File: config.mk
export PLATFORM = sky130hd
export DESIGN_NAME = flash_cmd_sched
export DESIGN_NICKNAME = d
export VERILOG_FILES = /design/src/rtl/flash_cmd_sched.sv
export SDC_FILE = /design/constraint.sdc
export NUM_CORES = 1
export LEC_CHECK = 0
export ABC_AREA = 1
export ABC_CLOCK_PERIOD_IN_PS = 4500
export BUFFER_PORTS_ARGS = -buffer_cell sky130_fd_sc_hd__buf_2
export CAP_MARGIN = 20
export CORE_MARGIN = 2
export CORE_UTILIZATION = 64
export DETAILED_ROUTE_END_ITERATION = 10
export GPL_TIMING_DRIVEN = 0
export HOLD_SLACK_MARGIN = 0.15
export PLACE_DENSITY = 0.94
export SLEW_MARGIN = 15
export SYNTH_ARGS = -nofsm -noshare
export SYNTH_HDL_FRONTEND = slang
export SYNTH_SLANG_ARGS = --single-unit
File: constraint.sdc
create_clock -name sys_clk -period 4.5 [get_ports sys_clk]
set_clock_uncertainty 0.15 [all_clocks]
set_input_delay 1.125 -clock sys_clk [delete_from_list [all_inputs] [get_ports sys_clk]]
set_output_delay 1.125 -clock sys_clk [all_outputs]
set_load 0.01 [all_outputs]
File: src/rtl/flash_cmd_sched.sv
`default_nettype none
// ============================================================================
//  Module      : flash_cmd_sched
//  Description : Erase/status command sequencer for an SPI NOR flash
//                (M25P16-class). It issues WREN ahead of erase commands, sends
//                the command (and sector address), then polls RDSR until WIP
//                clears or the poll byte budget runs out.
//  Revision    : 1.0 - initial release
// ============================================================================
module flash_cmd_sched #(
    parameter int SCK_DIV  = 2,     // sys_clk cycles per sck half-period
    parameter int CS_GAP   = 4,     // cs_n high cycles between transactions
    parameter int POLL_MAX = 1024   // status bytes per poll before timeout
) (
    input  logic        sys_clk,
    input  logic        sys_rst_n,
    input  logic        req_valid,
    output logic        req_ready,
    input  logic [1:0]  req_op,
    input  logic [23:0] req_addr,
    input  logic        miso,
    output logic        sck,
    output logic        cs_n,
    output logic        mosi,
    output logic        busy,
    output logic        done,
    output logic [7:0]  status,
    output logic        timeout
);

    localparam int TMR_MAX = (SCK_DIV > CS_GAP) ? SCK_DIV : CS_GAP;
    localparam int TMR_W   = $clog2(TMR_MAX + 1);
    localparam int PCNT_W  = $clog2(POLL_MAX + 1);

    localparam logic [TMR_W-1:0]  C_DIV_LAST  = TMR_W'(SCK_DIV - 1);
    localparam logic [TMR_W-1:0]  C_GAP_LAST  = TMR_W'(CS_GAP - 1);
    localparam logic [PCNT_W-1:0] C_POLL_LAST = PCNT_W'(POLL_MAX - 1);

    localparam logic [7:0] C_OP_WREN = 8'h06;
    localparam logic [7:0] C_OP_RDSR = 8'h05;
    localparam logic [7:0] C_OP_BE   = 8'hC7;
    localparam logic [7:0] C_OP_SE   = 8'hD8;

    localparam logic [1:0] C_REQ_BE   = 2'd0;
    localparam logic [1:0] C_REQ_SE   = 2'd1;
    localparam logic [1:0] C_REQ_RDSR = 2'd2;
    localparam logic [1:0] C_REQ_WREN = 2'd3;

    typedef enum logic [2:0] {
        S_IDLE = 3'd0,
        S_WREN = 3'd1,
        S_GAP1 = 3'd2,
        S_CMD  = 3'd3,
        S_GAP2 = 3'd4,
        S_POLL = 3'd5,
        S_DONE = 3'd6
    } state_t;

    // Position inside an SPI transaction: sck low half, sck high half, or
    // the trailing low period before cs_n is released.
    typedef enum logic [1:0] {
        PH_LOW  = 2'd0,
        PH_HIGH = 2'd1,
        PH_TAIL = 2'd2
    } phase_t;

    state_t              state_q,   state_d;
    phase_t              phase_q,   phase_d;
    logic [TMR_W-1:0]    tmr_q,     tmr_d;
    logic [5:0]          bit_cnt_q, bit_cnt_d;
    logic [31:0]         sh_q,      sh_d;
    logic [7:0]          rx_q,      rx_d;
    logic                rd_q,      rd_d;
    logic [PCNT_W-1:0]   pcnt_q,    pcnt_d;
    logic [1:0]          op_q,      op_d;
    logic [23:0]         addr_q,    addr_d;
    logic                sck_q,     sck_d;
    logic                cs_n_q,    cs_n_d;
    logic                mosi_q,    mosi_d;
    logic [7:0]          status_q,  status_d;
    logic                timeout_q, timeout_d;

    logic                w_start;
    logic [31:0]         w_start_data;
    logic [5:0]          w_start_bits;

    // Next-state, bit engine and poll decisions; a transaction is opened by
    // raising w_start with left-aligned data and a bit count.
    always_comb begin
        state_d      = state_q;
        phase_d      = phase_q;
        tmr_d        = tmr_q;
        bit_cnt_d    = bit_cnt_q;
        sh_d         = sh_q;
        rx_d         = rx_q;
        rd_d         = rd_q;
        pcnt_d       = pcnt_q;
        op_d         = op_q;
        addr_d       = addr_q;
        sck_d        = sck_q;
        cs_n_d       = cs_n_q;
        mosi_d       = mosi_q;
        status_d     = status_q;
        timeout_d    = timeout_q;
        w_start      = 1'b0;
        w_start_data = 32'h0;
        w_start_bits = 6'd8;

        case (state_q)
            S_IDLE: begin
                if (req_valid) begin
                    op_d      = req_op;
                    addr_d    = req_addr;
                    timeout_d = 1'b0;
                    w_start   = 1'b1;
                    if (req_op == C_REQ_RDSR) begin
                        state_d      = S_POLL;
                        w_start_data = {C_OP_RDSR, 24'h0};
                    end else begin
                        state_d      = S_WREN;
                        w_start_data = {C_OP_WREN, 24'h0};
                    end
                end
            end

            S_GAP1: begin
                if (tmr_q == C_GAP_LAST) begin
                    state_d = S_CMD;
                    w_start = 1'b1;
                    if (op_q == C_REQ_SE) begin
                        w_start_data = {C_OP_SE, addr_q};
                        w_start_bits = 6'd32;
                    end else begin
                        w_start_data = {C_OP_BE, 24'h0};
                    end
                end else begin
                    tmr_d = tmr_q + TMR_W'(1);
                end
            end

            S_GAP2: begin
                if (tmr_q == C_GAP_LAST) begin
                    state_d      = S_POLL;
                    w_start      = 1'b1;
                    w_start_data = {C_OP_RDSR, 24'h0};
                end else begin
                    tmr_d = tmr_q + TMR_W'(1);
                end
            end

            S_WREN, S_CMD, S_POLL: begin
                case (phase_q)
                    PH_LOW: begin
                        if (tmr_q == C_DIV_LAST) begin
                            sck_d   = 1'b1;
                            tmr_d   = '0;
                            phase_d = PH_HIGH;
                            rx_d    = {rx_q[6:0], miso};
                        end else begin
                            tmr_d = tmr_q + TMR_W'(1);
                        end
                    end
                    PH_HIGH: begin
                        if (tmr_q == C_DIV_LAST) begin
                            sck_d = 1'b0;
                            tmr_d = '0;
                            sh_d  = sh_q << 1;
                            if (bit_cnt_q != 6'd1) begin
                                bit_cnt_d = bit_cnt_q - 6'd1;
                                phase_d   = PH_LOW;
                                mosi_d    = sh_q[30];
                            end else if (state_q == S_POLL && !rd_q) begin
                                // RDSR opcode sent; status bytes follow with mosi low
                                rd_d      = 1'b1;
                                bit_cnt_d = 6'd8;
                                phase_d   = PH_LOW;
                                mosi_d    = 1'b0;
                            end else if (state_q == S_POLL) begin
                                status_d = rx_q;
                                pcnt_d   = pcnt_q + PCNT_W'(1);
                                mosi_d   = 1'b0;
                                if (op_q == C_REQ_RDSR || !rx_q[0]) begin
                                    phase_d = PH_TAIL;
                                end else if (pcnt_q == C_POLL_LAST) begin
                                    timeout_d = 1'b1;
                                    phase_d   = PH_TAIL;
                                end else begin
                                    bit_cnt_d = 6'd8;
                                    phase_d   = PH_LOW;
                                end
                            end else begin
                                phase_d = PH_TAIL;
                                mosi_d  = 1'b0;
                            end
                        end else begin
                            tmr_d = tmr_q + TMR_W'(1);
                        end
                    end
                    PH_TAIL: begin
                        if (tmr_q == C_DIV_LAST) begin
                            cs_n_d = 1'b1;
                            tmr_d  = '0;
                            case (state_q)
                                S_WREN:  state_d = (op_q == C_REQ_WREN) ? S_DONE : S_GAP1;
                                S_CMD:   state_d = S_GAP2;
                                default: state_d = S_DONE;
                            endcase
                        end else begin
                            tmr_d = tmr_q + TMR_W'(1);
                        end
                    end
                    default: begin
                        phase_d = PH_LOW;
                    end
                endcase
            end

            S_DONE: begin
                state_d = S_IDLE;
            end

            default: begin
                state_d = S_IDLE;
            end
        endcase

        if (w_start) begin
            cs_n_d    = 1'b0;
            sck_d     = 1'b0;
            sh_d      = w_start_data;
            mosi_d    = w_start_data[31];
            bit_cnt_d = w_start_bits;
            phase_d   = PH_LOW;
            tmr_d     = '0;
            rd_d      = 1'b0;
            pcnt_d    = '0;
        end
    end

    // State and output registers; reset forces cs_n high immediately.
    always_ff @(posedge sys_clk or negedge sys_rst_n) begin
        if (!sys_rst_n) begin
            state_q   <= S_IDLE;
            phase_q   <= PH_LOW;
            tmr_q     <= '0;
            bit_cnt_q <= 6'd0;
            sh_q      <= 32'h0;
            rx_q      <= 8'h0;
            rd_q      <= 1'b0;
            pcnt_q    <= '0;
            op_q      <= 2'd0;
            addr_q    <= 24'h0;
            sck_q     <= 1'b0;
            cs_n_q    <= 1'b1;
            mosi_q    <= 1'b0;
            status_q  <= 8'h0;
            timeout_q <= 1'b0;
        end else begin
            state_q   <= state_d;
            phase_q   <= phase_d;
            tmr_q     <= tmr_d;
            bit_cnt_q <= bit_cnt_d;
            sh_q      <= sh_d;
            rx_q      <= rx_d;
            rd_q      <= rd_d;
            pcnt_q    <= pcnt_d;
            op_q      <= op_d;
            addr_q    <= addr_d;
            sck_q     <= sck_d;
            cs_n_q    <= cs_n_d;
            mosi_q    <= mosi_d;
            status_q  <= status_d;
            timeout_q <= timeout_d;
        end
    end

    assign req_ready = (state_q == S_IDLE);
    assign busy      = (state_q != S_IDLE);
    assign done      = (state_q == S_DONE);
    assign sck       = sck_q;
    assign cs_n      = cs_n_q;
    assign mosi      = mosi_q;
    assign status    = status_q;
    assign timeout   = timeout_q;

endmodule
`default_nettype wire

Word level (Yosys, flattened, before mapping)
Cells that the tools add are included.

Flip-flop bits (word level): 103. Input port bits: 30. Output and inout bits: 15. Word-level logic and storage cells: 173.

Add/sub/neg operators: 3. Equality and inequality tests: 36. Multiplexer cells: 84. Bitwise operators: 2. Reduce and logical (&&, ||, !) cells: 33.

Operator list (number): two-way mux 31 bit (4); case mux 32 bit (3 select lines) (1); two-way mux 11 bit (7); two-way mux 6 bit (12); two-way mux 27 bit (2); two-way mux 3 bit (11); two-way mux 32 bit (1); two-way mux 29 bit (1); two-way mux 1 bit (28); two-way mux 26 bit (1); inequality test 2 bit, second input constant (13); two-way mux 2 bit (9); AND reduction 6 bit (3); nonzero test 2 bit (7); inequality test 3 bit, second input constant (4); case mux 3 bit (2 select lines) (2); case mux 3 bit (4 select lines) (1); AND reduction 3 bit (4); adder 11 x 1 -> 11 bit, second input constant (1); equality test 11 x 10 -> 1 bit, second input constant (1); AND reduction 5 bit (2); equality test 3 x 2 -> 1 bit, second input constant (3); equality test 3 bit, second input constant (3); AND reduction 9 bit (1); other kinds (22) (36).

Depth between registers and ports, before layout
Gate-level depths: netlist of run 1.

Word-level depth: 10. Gate-level depth with buffers: 12. Gate-level depth less buffers: 11.

Worst setup path before layout of run 1
Ideal clock, no wire load.

Path type: register to output. Start: reg state_q[2]. End: out req_ready. Data arrival time: 904 ps. Data required time: 3225 ps. Slack: 2321 ps. Cell stages (with the launch flop): 4. Buffers on the path: 0. Path through: dfrtp_1 > nor2_2 > nand2_1 > inv_1.

Cells in the longest elaborated chain, start to end: 1.

RTL lines: start, declared (line 67) `state_t state_q, state_d;`; start signal, assigned (line 259) `state_q <= state_d;`; zero test 3 bit (line 277) `assign req_ready = (state_q == S_IDLE);`; end, declared (line 18) `output logic req_ready,`.

No other way between the ends.

Worst setup path in the final report of run 1
Ends and elaborated chain as after synthesis.

==> reports/metrics.yaml, run 1 <==
timing.fmax_ghz: 0.364
grt_pass1_vias: 4063
cts-root-buf: "clkbuf_8"
ys_ff_latch: 103
dpl.hpwl_um: 7780
first_iter_violations: 375
outcome: "complete, no violations"
gp_congestion: 0.915
grt_pass1_wl_um: 18600
dieArea_um2: 8520
holdWs_ps: 343
finalInstanceArea_um2: 5570
rsz0062_at_grt: "no"
clkLatencyLatePin_ps: 370
antenna_cells: 0
combPwrFrac_pct: 39.9
drc_errors: 0
drtAntennaViolNets: 0
multi_input_area_um2: 1990
clkSinkCount: 103
cts_tree: "done"
port_buffers: 44
wl_um: 10800
hold_buffers: 0
p_leak_nw: 2.74
pwr-share-seq_pct: 42.0
yosysTopAreaCell: "dfrtp_1"
fin_crit_ps: 2740
worstPathRequired_ps: 3220
ys_seq_area_share_pct: 51.7
yosysMostFrequentCell: "nand2_1"
post_drt_wl_per_cell_um: 14.3
via_count: 4270
synth_warnings: 0
netlist_top_cells_count: "nand2_1 (146), dfrtp_1 (102), inv_1 (66), o21ai_0 (58), nor2_1 (52)"
power_switching_mw: 1.38
ys_types: 36
numCtsBuffers: 9
pin_count: 45
crit_fanout: 7
final_nets: 687
register_area_um2: 2580
met3_usage_pct: 5.75
antenna_found_initial: 0
die_w_um: 92.3
arrival_ps: 1470
worstSetupStartpointType: "register"
finalSetupTns_ps: 0
max_slew_margin_pct: 70.3
grt_max_degree: 61
intPower_mw: 1.94
clockPowerShare_pct: 18.1
setup.worst_path.class: "reg2out"
swShare_pct: 41.5
crit_chain: "nor2_2, nand2_1, inv_1, buf_2"
dp_slack_ps: 2080
synthArstFlopShare_pct: 100
viasPerCell: 5.63
cp_slowest_cell: "dfrtp_1"
period_share_pct: 61.0
ctsResizeCount: 0
synth-edff-count: 0
grt_overflow: 0
drtPass1Iterations: 5
drive_above_1_share_pct: 18.6
placed_area_um2: 5370
postSynthCellCount: 595
hold_class: "reg2reg"
chipHeight_um: 92.3
avgSynthCellArea_um2: 8.38
synth.cell_area_um2: 4990
critPathMaxStageDelay_ps: 500
worstSetupEndpointType: "output port"
finalSetupViolations: 0
maxCapViolations: 0
syn_nets: 631
layout_setup_ws_ps: 1760
synth-main-ff-cell: "dfrtp_1"
coreArea_um2: 7650
cts_setup_buffers: 0
hold_viol_final: 0
use_met2_pct: 45.4
globalRouteMet1Util_pct: 36.0
grt_use_total_pct: 27.4
maxSlewViolCount: 0
initial_core_util_pct: 65.2
ir_worst_vdd_v: 0.000320
powerDensity_nw_per_um2: 596
h-tree-depth: 3
cts_buffer_depth: 2
rows: 32
nFillCells: 551
syn2layout_area_growth_pct: 11.7
synth_top_area_share_pct: 51.2
ys_top_cells_by_area: "dfrtp_1 (51%), nand2_1 (11%), o21ai_0 (5.8%)"
gr-max-usage-layer: "met2"
clk_pin_slew_worst_paths_ps: 100
tightest_slew_ps: 446
-- final timing paths --
path | startpoint | endpoint | slack (ps) | cells past startpoint
worst min register to register | status[4]$_DFFE_PN0P_ | status[4]$_DFFE_PN0P_ | 340 | 2
min in group asynchronous | sys_rst_n | pcnt_q[8]$_DFFE_PN0P_ | 500 | 1
worst min-delay path | status[4]$_DFFE_PN0P_ | status[4]$_DFFE_PN0P_ | 340 | 2
max in group asynchronous | sys_rst_n | cs_n$_DFFE_PN1P_ | 3050 | 2
worst max register to register | pcnt_q[0]$_DFFE_PN0P_ | bit_cnt_q[2]$_DFFE_PN0P_ | 2360 | 9
worst max-delay path | state_q[2]$_DFFE_PN0P_ | req_ready | 1760 | 4
-- sequential cells by signal, indices dropped and copies added, names as in the netlist --
name,flops
status,8
timeout,1
sck,1
pcnt_q,11
tmr_q,3
mosi,1
phase_q,2
sh_q,31
rd_q,1
cs_n,1
addr_q,24
state_q,3
rx_q,8
bit_cnt_q,6
op_q,2
-- critical path, delay by kind of cell (launching register included) --
kind | cells | cell delay (ps)
buffers and inverters | 2 | 200
flip-flops | 1 | 500
AND/OR/NAND/NOR | 2 | 400
-- stage by stage --
stage                     cells  utilization (%)  total power [mW]
after global routing        758             72.9              3.58
after CTS                   758             72.9              3.31
after detailed placement    742             70.2              2.71
after global placement      741             69.8              2.61
final                       758             72.9              3.32
after floorplan             595                -              2.35
-- layer usage --
layer / vias up / wire length (um)
met5: - / 0
met4: 0 / 197
met3: 28 / 596
met2: 163 / 5450
met1: 2046 / 4560
li1: 2033 / -
-- area by class of cell --
| cell class | count | area share, % |
|---|---|---|
| buffer | 21 | 2.58 |
| clock buffer | 10 | 2.29 |
| clock inverter | 6 | 1.35 |
| inverter | 72 | 4.94 |
| multi-input combinational | 399 | 35.7 |
| sequential | 103 | 46.3 |
| tap | 102 | 2.29 |
| timing repair buffer | 45 | 4.56 |
-- layout by cell type (no fill, tap or decap), types with 4 or more instances in the layout --
cell	n
buf_6	7
inv_1	66
clkbuf_1	6
buf_2	50
nand2_1	146
nand3_1	24
nand2_2	5
nor3_1	8
o21ai_2	20
nand4_1	11
dfrtp_1	102
ha_1	6
o21ai_1	10
o21ai_0	58
o22ai_1	4
nor2_1	52
nand3_2	4
a21oi_1	31
clkbuf_8	9
-- cells by family after synthesis --
family / Yosys count / synth area share, %
DFF: 103 / 51.7
AOI/OAI and AO/OA: 128 / 14.9
and+or+nand+nor: 262 / 23.0
buffers and inverters: 93 / 8.40
adders and majority gates: 6 / 1.50
xor gates and xnor gates: 3 / 0.527
-- power by group through the flow --
| stage | sequential, mW | clock [mW] | combinational (mW) |
|---|---|---|---|
| 2_1_floorplan | 1.37 | 0 | 0.986 |
| 3_3_place_gp | 1.39 | 0 | 1.22 |
| 3_5_place_dp | 1.41 | 0 | 1.30 |
| 4_1_cts | 1.39 | 0.601 | 1.32 |
| 5_1_grt | 1.43 | 0.645 | 1.50 |
| 6_report | 1.39 | 0.603 | 1.33 |
No activity file was read; power rests on OpenSTA's default activity.
==> run 2: changes to the inputs <==
--- a/config.mk
+++ b/config.mk
@@ -6,15 +6,15 @@
 export NUM_CORES = 1
 export LEC_CHECK = 0
 export ABC_AREA = 1
-export ABC_CLOCK_PERIOD_IN_PS = 4500
+export ABC_CLOCK_PERIOD_IN_PS = 2800
 export BUFFER_PORTS_ARGS = -buffer_cell sky130_fd_sc_hd__buf_2
 export CAP_MARGIN = 20
 export CORE_MARGIN = 2
-export CORE_UTILIZATION = 64
+export CORE_UTILIZATION = 59
 export DETAILED_ROUTE_END_ITERATION = 10
 export GPL_TIMING_DRIVEN = 0
 export HOLD_SLACK_MARGIN = 0.15
-export PLACE_DENSITY = 0.94
+export PLACE_DENSITY = 0.88
 export SLEW_MARGIN = 15
 export SYNTH_ARGS = -nofsm -noshare
 export SYNTH_HDL_FRONTEND = slang
==> constraint.sdc (replaced) <==
create_clock -name sys_clk -period 2.8 [get_ports sys_clk]
set_clock_uncertainty 0.15 [all_clocks]
set_input_delay 0.7 -clock sys_clk [delete_from_list [all_inputs] [get_ports sys_clk]]
set_output_delay 0.7 -clock sys_clk [all_outputs]
set_load 0.01 [all_outputs]
==> reports/metrics.yaml, run 2 (same netlist as run 1, synthesis figures left out) <==
rows: 33
gr-max-usage-layer: "met2"
period_share_pct: 81.1
numCtsBuffers: 9
clkLatencyLatePin_ps: 380
placed_area_um2: 5370
nFillCells: 649
gp_congestion: 0.921
syn2layout_area_growth_pct: 11.6
dpl.hpwl_um: 7720
pin_count: 45
worstPathRequired_ps: 1950
regMostFlops: "sh_q"
drive_above_1_share_pct: 18.6
via_count: 4181
grt_pass1_wl_um: 18500
p_leak_nw: 2.73
tightest_slew_ps: 469
grt_use_total_pct: 26.2
hold_viol_final: 0
cts_setup_buffers: 0
largest_reg_flops: 31
dieArea_um2: 9210
finalSetupViolations: 0
final_common_cell: "nand2_1"
grt_max_degree: 65
finalInstanceArea_um2: 5570
clkSinkCount: 103
reg2reg_depth: 8
use_met2_pct: 42.6
first_iter_violations: 355
r2r-start: "tmr_q[0]$_DFFE_PN0P_"
max_slew_margin_pct: 68.7
outcome: "complete, no violations"
powerDensity_nw_per_um2: 938
mostFrequentLayoutCells: "nand2_1 (146), dfrtp_1 (102), inv_1 (66)"
maxSlewViolCount: 0
critPathCapture: "req_ready"
antenna_found_initial: 0
drtPass1Iterations: 5
maxCapViolations: 0
final_nets: 688
cts_tree: "done"
finalSetupTns_ps: 0
arrival_ps: 1420
cp-startpoint: "state_q[2]$_DFFE_PN0P_"
wl_um: 10800
hold_class: "reg2reg"
holdWs_ps: 343
globalRouteMet1Util_pct: 34.9
total_power_mw: 5.22
fin_crit_ps: 2270
top_regs: "sh_q (31), addr_q (24), pcnt_q (11)"
rsz0062_at_grt: "no"
clk_pin_slew_worst_paths_ps: 90
worstReg2RegEnd: "pcnt_q[2]$_DFFE_PN0P_"
worstSetupEndpointType: "output port"
viasPerCell: 5.49
chipHeight_um: 96.0
die_w_um: 96.0
met3_usage_pct: 4.23
ctsResizeCount: 0
worstSetupStartpointType: "register"
drtAntennaViolNets: 0
grt_overflow: 0
ir_worst_vdd_v: 0.000509
r2r_slack_ps: 690
port_buffers: 44
initial_core_util_pct: 60.7
coreArea_um2: 8220
setup.worst_path.class: "reg2out"
grt_pass1_vias: 4141
drc_errors: 0
antenna_cells: 0
post_drt_wl_per_cell_um: 14.2
cts_buffer_depth: 2
crit_fanout: 7
hold_buffers: 1
timing.fmax_ghz: 0.440
h-tree-depth: 3
cts-root-buf: "clkbuf_8"
-- run 2: cell type report --
type | instances | area [um2] | share of cell area (%)
Buffer | 21 | 144 | 2.59
Clock buffer | 11 | 141 | 2.54
Clock inverter | 5 | 40.0 | 0.719
Inverter | 72 | 275 | 4.95
Multi-Input combinational cell | 399 | 1990 | 35.8
Sequential cell | 103 | 2580 | 46.3
Tap cell | 105 | 131 | 2.36
Timing Repair Buffer | 46 | 264 | 4.74
-- run 2: how the worst min path moves through the flow --
stage                                     start                     to  slack [ps]  cells after the start
after floorplan                       sys_rst_n  addr_q[0]$_DFFE_PN0N_         250                      0
after global placement      rx_q[7]$_DFFE_PN0P_  status[7]$_DFFE_PN0P_         300                      2
after detailed placement    rx_q[7]$_DFFE_PN0P_  status[7]$_DFFE_PN0P_         320                      2
after CTS                  sh_q[20]$_DFFE_PN0P_   sh_q[20]$_DFFE_PN0P_         350                      2
after global routing      status[5]$_DFFE_PN0P_  status[5]$_DFFE_PN0P_         360                      2
final                       sh_q[5]$_DFFE_PN0P_    sh_q[5]$_DFFE_PN0P_         340                      2
-- run 2: metal layers --
| layer | vias to the layer above | routed length (um) |
|---|---|---|
| met4 | 0 | 240 |
| li1 | 2033 | - |
| met2 | 112 | 5260 |
| met5 | - | 0 |
| met3 | 22 | 451 |
| met1 | 2014 | 4840 |
-- run 2: where the power goes --
| part | internal (mW) | switching (mW) | total, mW |
|---|---|---|---|
| Combinational | 0.729 | 1.37 | 2.10 |
| Clock | 0.354 | 0.528 | 0.882 |
| Sequential | 1.97 | 0.273 | 2.24 |
| Total | 3.05 | 2.17 | 5.22 |
-- run 2: through the flow --
step           instances  util [%]  setup slack [ps]
2_1_floorplan        595         -              1000
3_3_place_gp         744      65.0              -170
3_5_place_dp         745      65.4               709
4_1_cts              762      67.7               520
5_1_grt              762      67.7               418
6_report             762      67.7               529
-- run 2: worst max-delay path: stages, from the launching register on --
cell	delay, ps
dfrtp_1	490
nor2_2	240
nand2_1	140
inv_1	70
buf_2	120
